`src/rtl/ldpc_pkg.sv`:
```
// Shared LDPC decoder types and constants.
// Holds the scheduler FSM encoding and a width helper.
package ldpc_pkg;

  localparam int LDPC_N_ROWS = 64;
  localparam int LDPC_IT_W   = 6;

  typedef enum logic [2:0] {
    S_IDLE,
    S_RUN,
    S_DRAIN,
    S_CHECK,
    S_DONE
  } sched_st_t;

  // Never returns 0 so a one-row config still gets a 1-bit address.
  function automatic int clog2(input int n);
    int r;
    r = 1;
    while ((1 << r) < n) r++;
    return r;
  endfunction

endpackage

```
`src/rtl/cnu_sched_if.sv`:
```
// Scheduler bundle: decode control plus q/r memory and CNU strobes.
// master = scheduler side, slave = control/datapath side.
interface cnu_sched_if
  import ldpc_pkg::*;
#(
  parameter int N_ROWS = LDPC_N_ROWS,
  parameter int IT_W   = LDPC_IT_W
) ();

  localparam int ROW_W = clog2(N_ROWS);

  logic             start;
  logic [IT_W-1:0]  max_iter;
  logic             stall;
  logic             syn_ok;
  logic             rd_en;
  logic [ROW_W-1:0] rd_addr;
  logic             cnu_en;
  logic             wr_en;
  logic [ROW_W-1:0] wr_addr;
  logic [IT_W-1:0]  iter;
  logic             busy;
  logic             done;
  logic             early;

  modport master (
    input  start, max_iter, stall, syn_ok,
    output rd_en, rd_addr, cnu_en, wr_en,
    output wr_addr, iter, busy, done, early
  );

  modport slave (
    output start, max_iter, stall, syn_ok,
    input  rd_en, rd_addr, cnu_en, wr_en,
    input  wr_addr, iter, busy, done, early
  );

endinterface

```
`src/rtl/cnu_flight.sv`:
```
// In-flight row tracker: {valid, row} shift line through
// the q-read and CNU stages, tail feeds the r-memory write.
module cnu_flight #(
  parameter int RD_LAT  = 1,
  parameter int CNU_LAT = 1,
  parameter int AW      = 6
) (
  input  logic          clk,
  input  logic          rst,
  input  logic          i_v,
  input  logic [AW-1:0] i_addr,
  output logic          o_cnu_en,
  output logic          o_v,
  output logic [AW-1:0] o_addr,
  output logic          o_empty
);

  localparam int L = RD_LAT + CNU_LAT;

  logic [L-1:0]  r_v;
  logic [AW-1:0] r_a [L];

  always_ff @(posedge clk or negedge rst) begin
    if (!rst) begin
      r_v <= '0;
      for (int i = 0; i < L; i++) r_a[i] <= '0;
    end else begin
      r_v    <= {r_v[L-2:0], i_v};
      r_a[0] <= i_addr;
      for (int i = 1; i < L; i++) r_a[i] <= r_a[i-1];
    end
  end

  assign o_cnu_en = |r_v[L-2:RD_LAT-1];
  assign o_v      = r_v[L-1];
  assign o_addr   = r_a[L-1];
  // Only the tail may hold a row: line is empty after this edge.
  assign o_empty  = ~|r_v[L-2:0];

endmodule

```
`src/rtl/cnu_sched.sv`:
```
// Check-node row scheduler: issues q reads row by row,
// tracks rows through the CNU and closes each iteration.
module cnu_sched
  import ldpc_pkg::*;
#(
  parameter int D       = 8,
  parameter int N_ROWS  = LDPC_N_ROWS,
  parameter int CNU_LAT = 1,
  parameter int RD_LAT  = 1,
  parameter int IT_W    = LDPC_IT_W
) (
  input logic         clk,
  input logic         rst,
  cnu_sched_if.master bus
);

  localparam int ROW_W = clog2(N_ROWS);
  localparam logic [ROW_W-1:0] LAST = ROW_W'(N_ROWS - 1);

  sched_st_t        r_state;
  logic [ROW_W-1:0] r_row;
  logic [IT_W-1:0]  r_iter;
  logic [IT_W-1:0]  r_limit;
  logic             r_busy;
  logic             r_done;
  logic             r_early;

  logic             w_issue;
  logic             w_cnu_en;
  logic             w_tail_v;
  logic [ROW_W-1:0] w_tail_a;
  logic             w_empty;

  if (N_ROWS < 2 || CNU_LAT < 1 || RD_LAT != 1 || D < 1)
  begin : g_bad_cfg
    $error("cnu_sched: unsupported parameters");
  end

  assign w_issue = (r_state == S_RUN) && !bus.stall;

  cnu_flight #(
    .RD_LAT  (RD_LAT),
    .CNU_LAT (CNU_LAT),
    .AW      (ROW_W)
  ) u_flight (
    .clk      (clk),
    .rst      (rst),
    .i_v      (w_issue),
    .i_addr   (r_row),
    .o_cnu_en (w_cnu_en),
    .o_v      (w_tail_v),
    .o_addr   (w_tail_a),
    .o_empty  (w_empty)
  );

  always_ff @(posedge clk or negedge rst) begin
    if (!rst) begin
      r_state <= S_IDLE;
      r_row   <= '0;
      r_iter  <= '0;
      r_limit <= '0;
      r_busy  <= 1'b0;
      r_done  <= 1'b0;
      r_early <= 1'b0;
    end else begin
      r_done <= 1'b0;
      unique case (r_state)
        S_IDLE: begin
          if (bus.start) begin
            r_limit <= (bus.max_iter == '0) ? IT_W'(1)
                                            : bus.max_iter;
            r_iter  <= '0;
            r_row   <= '0;
            r_early <= 1'b0;
            r_busy  <= 1'b1;
            r_state <= S_RUN;
          end
        end
        S_RUN: begin
          if (!bus.stall) begin
            if (r_row == LAST) begin
              r_row   <= '0;
              r_state <= S_DRAIN;
            end else begin
              r_row <= r_row + 1'b1;
            end
          end
        end
        S_DRAIN: begin
          if (w_empty) r_state <= S_CHECK;
        end
        S_CHECK: begin
          if (bus.syn_ok) begin
            r_early <= 1'b1;
            r_busy  <= 1'b0;
            r_done  <= 1'b1;
            r_state <= S_DONE;
          end else if (r_iter == r_limit - IT_W'(1)) begin
            r_busy  <= 1'b0;
            r_done  <= 1'b1;
            r_state <= S_DONE;
          end else begin
            r_iter  <= r_iter + 1'b1;
            r_state <= S_RUN;
          end
        end
        S_DONE: r_state <= S_IDLE;
        default: r_state <= S_IDLE;
      endcase
    end
  end

  assign bus.rd_en   = w_issue;
  assign bus.rd_addr = r_row;
  assign bus.cnu_en  = w_cnu_en;
  assign bus.wr_en   = w_tail_v;
  assign bus.wr_addr = w_tail_a;
  assign bus.iter    = r_iter;
  assign bus.busy    = r_busy;
  assign bus.done    = r_done;
  assign bus.early   = r_early;

endmodule

```
`src/flat_wrapper.sv`:
```
// flat-port wrapper written by rule: the top's interface ports become plain ports
module cnu_sched_flat import ldpc_pkg::*;
#(
  parameter int D       = 8,
  parameter int N_ROWS  = LDPC_N_ROWS,
  parameter int CNU_LAT = 1,
  parameter int RD_LAT  = 1,
  parameter int IT_W    = LDPC_IT_W
)
  (clk, rst, bus_start, bus_max_iter, bus_stall, bus_syn_ok, bus_rd_en, bus_rd_addr, bus_cnu_en, bus_wr_en, bus_wr_addr, bus_iter, bus_busy, bus_done, bus_early);
  cnu_sched_if #(.N_ROWS(N_ROWS), .IT_W(IT_W)) bus_i ();
  input logic clk;
  input logic rst;
  input wire logic [$bits(bus_i.start)-1:0] bus_start;
  input wire logic [$bits(bus_i.max_iter)-1:0] bus_max_iter;
  input wire logic [$bits(bus_i.stall)-1:0] bus_stall;
  input wire logic [$bits(bus_i.syn_ok)-1:0] bus_syn_ok;
  output wire logic [$bits(bus_i.rd_en)-1:0] bus_rd_en;
  output wire logic [$bits(bus_i.rd_addr)-1:0] bus_rd_addr;
  output wire logic [$bits(bus_i.cnu_en)-1:0] bus_cnu_en;
  output wire logic [$bits(bus_i.wr_en)-1:0] bus_wr_en;
  output wire logic [$bits(bus_i.wr_addr)-1:0] bus_wr_addr;
  output wire logic [$bits(bus_i.iter)-1:0] bus_iter;
  output wire logic [$bits(bus_i.busy)-1:0] bus_busy;
  output wire logic [$bits(bus_i.done)-1:0] bus_done;
  output wire logic [$bits(bus_i.early)-1:0] bus_early;
  assign bus_i.start = bus_start;
  assign bus_i.max_iter = bus_max_iter;
  assign bus_i.stall = bus_stall;
  assign bus_i.syn_ok = bus_syn_ok;
  assign bus_rd_en = bus_i.rd_en;
  assign bus_rd_addr = bus_i.rd_addr;
  assign bus_cnu_en = bus_i.cnu_en;
  assign bus_wr_en = bus_i.wr_en;
  assign bus_wr_addr = bus_i.wr_addr;
  assign bus_iter = bus_i.iter;
  assign bus_busy = bus_i.busy;
  assign bus_done = bus_i.done;
  assign bus_early = bus_i.early;
  cnu_sched #(.D(D), .N_ROWS(N_ROWS), .CNU_LAT(CNU_LAT), .RD_LAT(RD_LAT), .IT_W(IT_W)) u_core (.clk(clk), .rst(rst), .bus(bus_i));
endmodule
```
`config.mk`:
```
export PLATFORM = sky130hd
export DESIGN_NAME = cnu_sched_flat
export DESIGN_NICKNAME = d
export VERILOG_FILES = /design/src/rtl/ldpc_pkg.sv /design/src/rtl/cnu_sched_if.sv /design/src/rtl/cnu_flight.sv /design/src/rtl/cnu_sched.sv /design/src/flat_wrapper.sv
export SDC_FILE = /design/constraint.sdc
export NUM_CORES = 1
export LEC_CHECK = 0
export ABC_AREA = 1
export CAP_MARGIN = 15
export CORE_MARGIN = 2
export CORE_UTILIZATION = 51
export DETAILED_ROUTE_END_ITERATION = 8
export PLACE_DENSITY = 0.79
export SLEW_MARGIN = 15
export SYNTH_ARGS = -nofsm -noshare
export SYNTH_HDL_FRONTEND = slang
export SYNTH_SLANG_ARGS = --single-unit
```
`constraint.sdc`:
```
create_clock -name clk -period 1.9 [get_ports clk]
set_input_delay 0.19 -clock clk [delete_from_list [all_inputs] [get_ports clk]]
set_output_delay 0.19 -clock clk [all_outputs]
set_load 0.03 [all_outputs]
```
# Word-level counts from Yosys, hierarchy flattened
# Cells that the tools add are included.
[word_totals]
reg_bits = 38
output_inout_bits = 24
[op_classes]
add_sub_neg = 3
eq_ne = 13
muxes = 25
reduce_logical = 12
[ops]
columns = ["op", "count"]
rows = [
  ["$mux W6", 6],
  ["$pmux W6 S2", 2],
  ["$mux W3", 6],
  ["$ne A2 B2 Y1 const B", 7],
  ["$add A6 B1 Y6 const B", 2],
  ["$pmux W3 S4", 1],
  ["$reduce_and A3 Y1", 3],
  ["$mux W1", 8],
  ["$reduce_and A4 Y1", 2],
  ["$eq A3 B2 Y1 const B", 2],
  ["$eq A6 B6 Y1", 1],
  ["$eq A6 B6 Y1 const B", 1],
  ["$logic_not A6 Y1", 1],
  ["$sub A6 B1 Y6 const B", 1],
  ["$pmux W1 S2", 2],
  ["$reduce_bool A2 Y1", 2],
  ["$eq A3 B1 Y1 const B", 1],
  ["$logic_not A3 Y1", 1],
  ["$ne A3 B2 Y1 const B", 1],
  ["$reduce_and A2 Y1", 1],
  ["$logic_and A1 B1 Y1", 1],
  ["$logic_not A1 Y1", 1],
]

# Depth between registers and ports, before layout
[depth]
depth_word = 5
ltp_mapped = 13
ltp_nobuf = 13

# By module
# Synthesis repeated with hierarchy kept, for this count alone.
[unflattened]
hier_cells = 216
area_unflattened_um2 = 1871.8
[modules_own_cells]
columns = ["mod", "instances", "cells_each", "area_each_um2"]
rows = [
  ["cnu_sched", 1, 195, 1472.7],
  ["cnu_flight", 1, 21, 399.1],
]

# Least setup slack after synthesis
# Ideal clock, no wire load.
[synth_timing]
path_type = "reg2reg"
startpoint = "reg u_core.r_row[0] (netlist: u_core.bus.rd_addr[0])"
endpoint = "reg u_core.r_state[0]"
setup_ns = 0.065
t_arrival_ns = 1.547
slack_ns = 0.288
stages_incl_launch_ff = 10
path_buffers = 0
synth_period_minus_slack_ns = 1.612
cell_sequence = "dfrtp_1 -> ha_1 -> nand2_1 -> nor2_1 -> nand3_1 -> nand2_1 -> nand2_1 -> nor3b_1 -> nand2_1 -> nand2_1"
[synth_between]
elab_chain_cells = 3
[synth_lines]
columns = ["element", "line_no", "text"]
rows = [
  ["start: declaration", "cnu_sched.sv:21", "logic [ROW_W-1:0] r_row;"],
  ["start signal: assignment", "cnu_sched.sv:85", "r_row <= r_row + 1'b1;"],
  ["$eq A6 B6 Y1", "cnu_sched.sv:81", "if (r_row == LAST) begin"],
  ["$ne A2 B2 Y1 (no source line)", "--", ""],
  ["$reduce_and A4 Y1 (no source line)", "--", ""],
  ["end signal: assignment", "cnu_sched.sv:76", "r_state <= S_RUN;"],
  ["end signal: assignment", "cnu_sched.sv:83", "r_state <= S_DRAIN;"],
  ["end signal: assignment", "cnu_sched.sv:90", "if (w_empty) r_state <= S_CHECK;"],
  ["end: declaration", "cnu_sched.sv:20", "sched_st_t r_state;"],
]
# No other way between the ends.
# A chain may end at the register's enable or synchronous reset.

# Worst setup path after layout
[layout_timing]
startpoint = "reg u_core.r_state[2]"
endpoint = "out bus_rd_en"
[layout_between]
elab_chain_cells = 2
[layout_lines]
columns = ["element", "line_no", "text"]
rows = [
  ["start signal: assignment", "cnu_sched.sv:58", "r_state <= S_IDLE;"],
  ["start signal: assignment", "cnu_sched.sv:76", ""],
  ["start signal: assignment", "cnu_sched.sv:83", ""],
  ["$eq A3 B1 Y1", "cnu_sched.sv:39", "assign w_issue = (r_state == S_RUN) && !bus.stall;"],
  ["$logic_and A1 B1 Y1", "cnu_sched.sv:39", ""],
  ["end: declaration", "flat_wrapper.sv:18", "output wire logic [$bits(bus_i.rd_en)-1:0] bus_rd_en;"],
]
# No other way between the ends.

==> flow_metrics.env <==
export IMPL_status="complete, no violations"
export IMPL_finalCritPeriodShare_pct=91.3
export IMPL_die_width_um=64.0
export IMPL_cts_root_buffer="clkbuf_4"
export IMPL_ir_worst_vdd_mv=1.00
export IMPL_drive_above_1_share_pct=12.9
export IMPL_wirelength_um=3410
export IMPL_cap_violations=0
export IMPL_hold_path_class="flop to flop"
export IMPL_rsz0062_at_grt="no"
export IMPL_ios=35
export IMPL_port_buffers=34
export IMPL_htreeDepth=2
export IMPL_cts_buffers_inserted=5
export IMPL_final_util_pct=68.4
export IMPL_area_growth_pct=26.3
export IMPL_busiest_layer="met2"
export IMPL_final_nets=269
export IMPL_start_util_pct=54.1
export IMPL_gp_congestion=0.817
export IMPL_cts_sinks=38
export IMPL_ys_async_sr_fraction_pct=100
export IMPL_die_h_um=64.0
export IMPL_clkLatencyLatePin_ns=0.33
export IMPL_coreArea_um2=3390
export IMPL_drc=0
export IMPL_whs_ns=0.359
export IMPL_ys_types=25
export IMPL_die_area_um2=4090
export IMPL_grt_max_degree=39
export IMPL_hold_viol_final=0
export IMPL_use_met2_pct=32.4
export IMPL_cts_tree="done"
export IMPL_leakage_uw=0.00117
export IMPL_cpPeakStageDelay_ns=0.41
export IMPL_ys_seq_elements=38
export IMPL_wl_per_cell_um=11.3
export IMPL_drtIter0Drc=66
export IMPL_worstPathArrival_ns=1.55
export IMPL_layout_setup_ws_ns=0.165
export IMPL_yosys_most_used_dff="dfrtp_1"
export IMPL_synth_warning_count=0
export IMPL_setup_viol=0
export IMPL_drv_slew=0
export IMPL_yosysTopAreaCell="dfrtp_1"
export IMPL_synth_top_cell_area_share_pct=51.8
export IMPL_ant_nets=0
export IMPL_cellPowerDensity_nw_per_um2=1450
export IMPL_synth_cells=218
export IMPL_synth_fp_nets=232
export IMPL_first_global_vias=1445
export IMPL_place_hpwl_um=2600
export IMPL_overflow=0
export IMPL_slew_headroom_pct=69.4
export IMPL_vias_per_cell=4.89
export IMPL_avgSynthCellArea_um2=8.41
export IMPL_vias=1476
export IMPL_worst_pin_slew_ns=0.459
export IMPL_synthesis_area_um2=1830
export IMPL_met1_usage_pct=22.7
export IMPL_clock_path_buffers=2
export IMPL_ys_seq_area_share_pct=51.8
export IMPL_worstSetupPathType="flop to primary output"
export IMPL_synth_edf_count=0
export IMPL_cp_slowest_cell="dfrtp_1"
export IMPL_grt_pass1_wl_um=6000
export IMPL_ys_top_cells_by_area="dfrtp_1, nand2_1, nand3_1, inv_1, buf_4"
export IMPL_grt_met3_usage_pct=3.87
export IMPL_finalCriticalPeriod_ns=1.74
export IMPL_setup_tns_ns=0
export IMPL_path_max_fanout=4
export IMPL_worstPathCellList="inv_1, nand3_1, nor2_1, dlygate4sd2_1"
export IMPL_fmax_mhz=576
export IMPL_antenna_found_initial=0
export IMPL_crit_required_ns=1.71
export IMPL_clk_pin_slew_worst_paths_ns=0.10
export IMPL_cpLargestDelayFamily="buffers and inverters"
export IMPL_end_kind="primary output"
export IMPL_antennaDiodeCount=0
export IMPL_dp_slack_ns=0.188
export IMPL_start_kind="flop"
export IMPL_crit_buf_inv=2
export IMPL_first_pass_iters=4
export IMPL_worst_clock_skew_ns=0.00675
export IMPL_rows=21
export IMPL_track_usage_pct=18.7
export IMPL_fillers=274
## cells in the mapped netlist, types with 2 or more instances
cell     instances
nand2_1         58
dfrtp_1         38
inv_1           25
nand3_1         25
nor2_1          11
o21ai_0         10
a21oi_1          8
buf_4            7
inv_2            6
nor2_2           4
xor2_1           4
ha_1             3
a21oi_2          2
buf_2            2
nand2_2          2
nand2_4          2
nor3_1           2
nor3b_1          2
## layer usage
metal	wire [um]	part of all wire, %	vias up
li1	-	-	759
met1	1550	45	681
met2	1680	49	30
met3	142	4.2	6
met4	46	1.3	0
met5	0	0	-
## worst register-to-register path, stage by stage, from the launching register on
cell and delay, ns:
dfrtp_1 0.41, inv_2 0.11, ha_2 0.22, nand2_2 0.07
nor2_1 0.08, nand2_1 0.06, nand2_1 0.06, nand2_1 0.06
nor2_2 0.15, nand2_4 0.11, nand2_4 0.11, nand2_2 0.06
nand2_1 0.06, nand2_1 0.04
## worst paths after layout
path / slack, ns / cells past startpoint / start / to
max: 0.16 / 4 / u_core.r_state[2] / bus_rd_en
min: 0.36 / 0 / u_core.u_flight.r_a[8] / u_core.u_flight.o_addr[2]
max reg2reg: 0.20 / 13 / u_core.r_limit[0] / u_core.bus.iter[3]
min reg2reg: 0.36 / 0 / u_core.u_flight.r_a[8] / u_core.u_flight.o_addr[2]
max in group asynchronous: 1.16 / 3 / rst / u_core.bus.done
min in group asynchronous: 0.42 / 3 / rst / u_core.bus.rd_addr[1]
## final cells by class
| type | instances | area (um^2) | share of cell area, % |
|---|---|---|---|
| flip-flops and latches | 38 | 951 | 41.0 |
| multi-input cells | 140 | 707 | 30.5 |
| repair buffers | 39 | 374 | 16.1 |
| inverters | 31 | 116 | 5.02 |
| clock inverters | 2 | 60.1 | 2.59 |
| well taps | 46 | 57.6 | 2.48 |
| clock buffers | 6 | 51.3 | 2.21 |
## what timing repair did
action                                  4_1_cts  5_1_grt
hold endpoints to repair                     38        0
hold buffers                                  1        0
buffers inserted                              0        0
gates resized for setup                       1        1
endpoints found under the setup margin        1        2
## cell usage in the layout (no fill, tap or decap), drive strengths merged
cell,instances
nand3,26
dlygate4sd3,1
xor2,4
or2,1
buf,4
nor3b,2
nor4,1
a21oi,10
o21ai,11
clkbuf,7
bufinv,2
nor2,16
o211ai,1
o2111ai,1
clkdlybuf4s50,32
nand2,62
inv,31
nor3,2
ha,3
dfrtp,38
dlygate4sd2,1
## flip-flops by register name (all words and copies together), names as in the netlist
name / count
u_core.u_flight.r_a: 6
u_core.bus.done: 1
u_core.r_limit: 6
u_core.bus.rd_addr: 6
u_core.r_state: 3
u_core.bus.iter: 6
u_core.bus.busy: 1
u_core.u_flight.o_addr: 6
u_core.u_flight.r_v: 2
u_core.bus.early: 1
## cells by family (layout without fill, tap and decap cells)
kind of cell / count (synthesis) / in the layout / share of synthesized area (%)
simple gates: 110 / 110 / 27.4
flops: 38 / 38 / 51.8
compound gates: 23 / 23 / 7.03
buf+inv: 40 / 78 / 9.75
xor+xnor: 4 / 4 / 1.91
fa+ha+maj: 3 / 3 / 2.05
## metrics by stage
step                      cell area (um^2)  total power [uW]  instances
after global routing                  2320              3610        302
after floorplan                       1830              2250        218
final                                 2320              3350        302
after CTS                             2310              3370        302
after global placement                2190              2640        293
after detailed placement              2190              2670        293
## where the power goes
part / internal [uW] / total, uW / switching (uW) / leakage (uW)
clock network: 446 / 696 / 251 / 0.0000585
logic: 552 / 1470 / 915 / 0.000603
registers: 1020 / 1190 / 166 / 0.000503
Note: power is estimated with default switching activity, not from simulation.
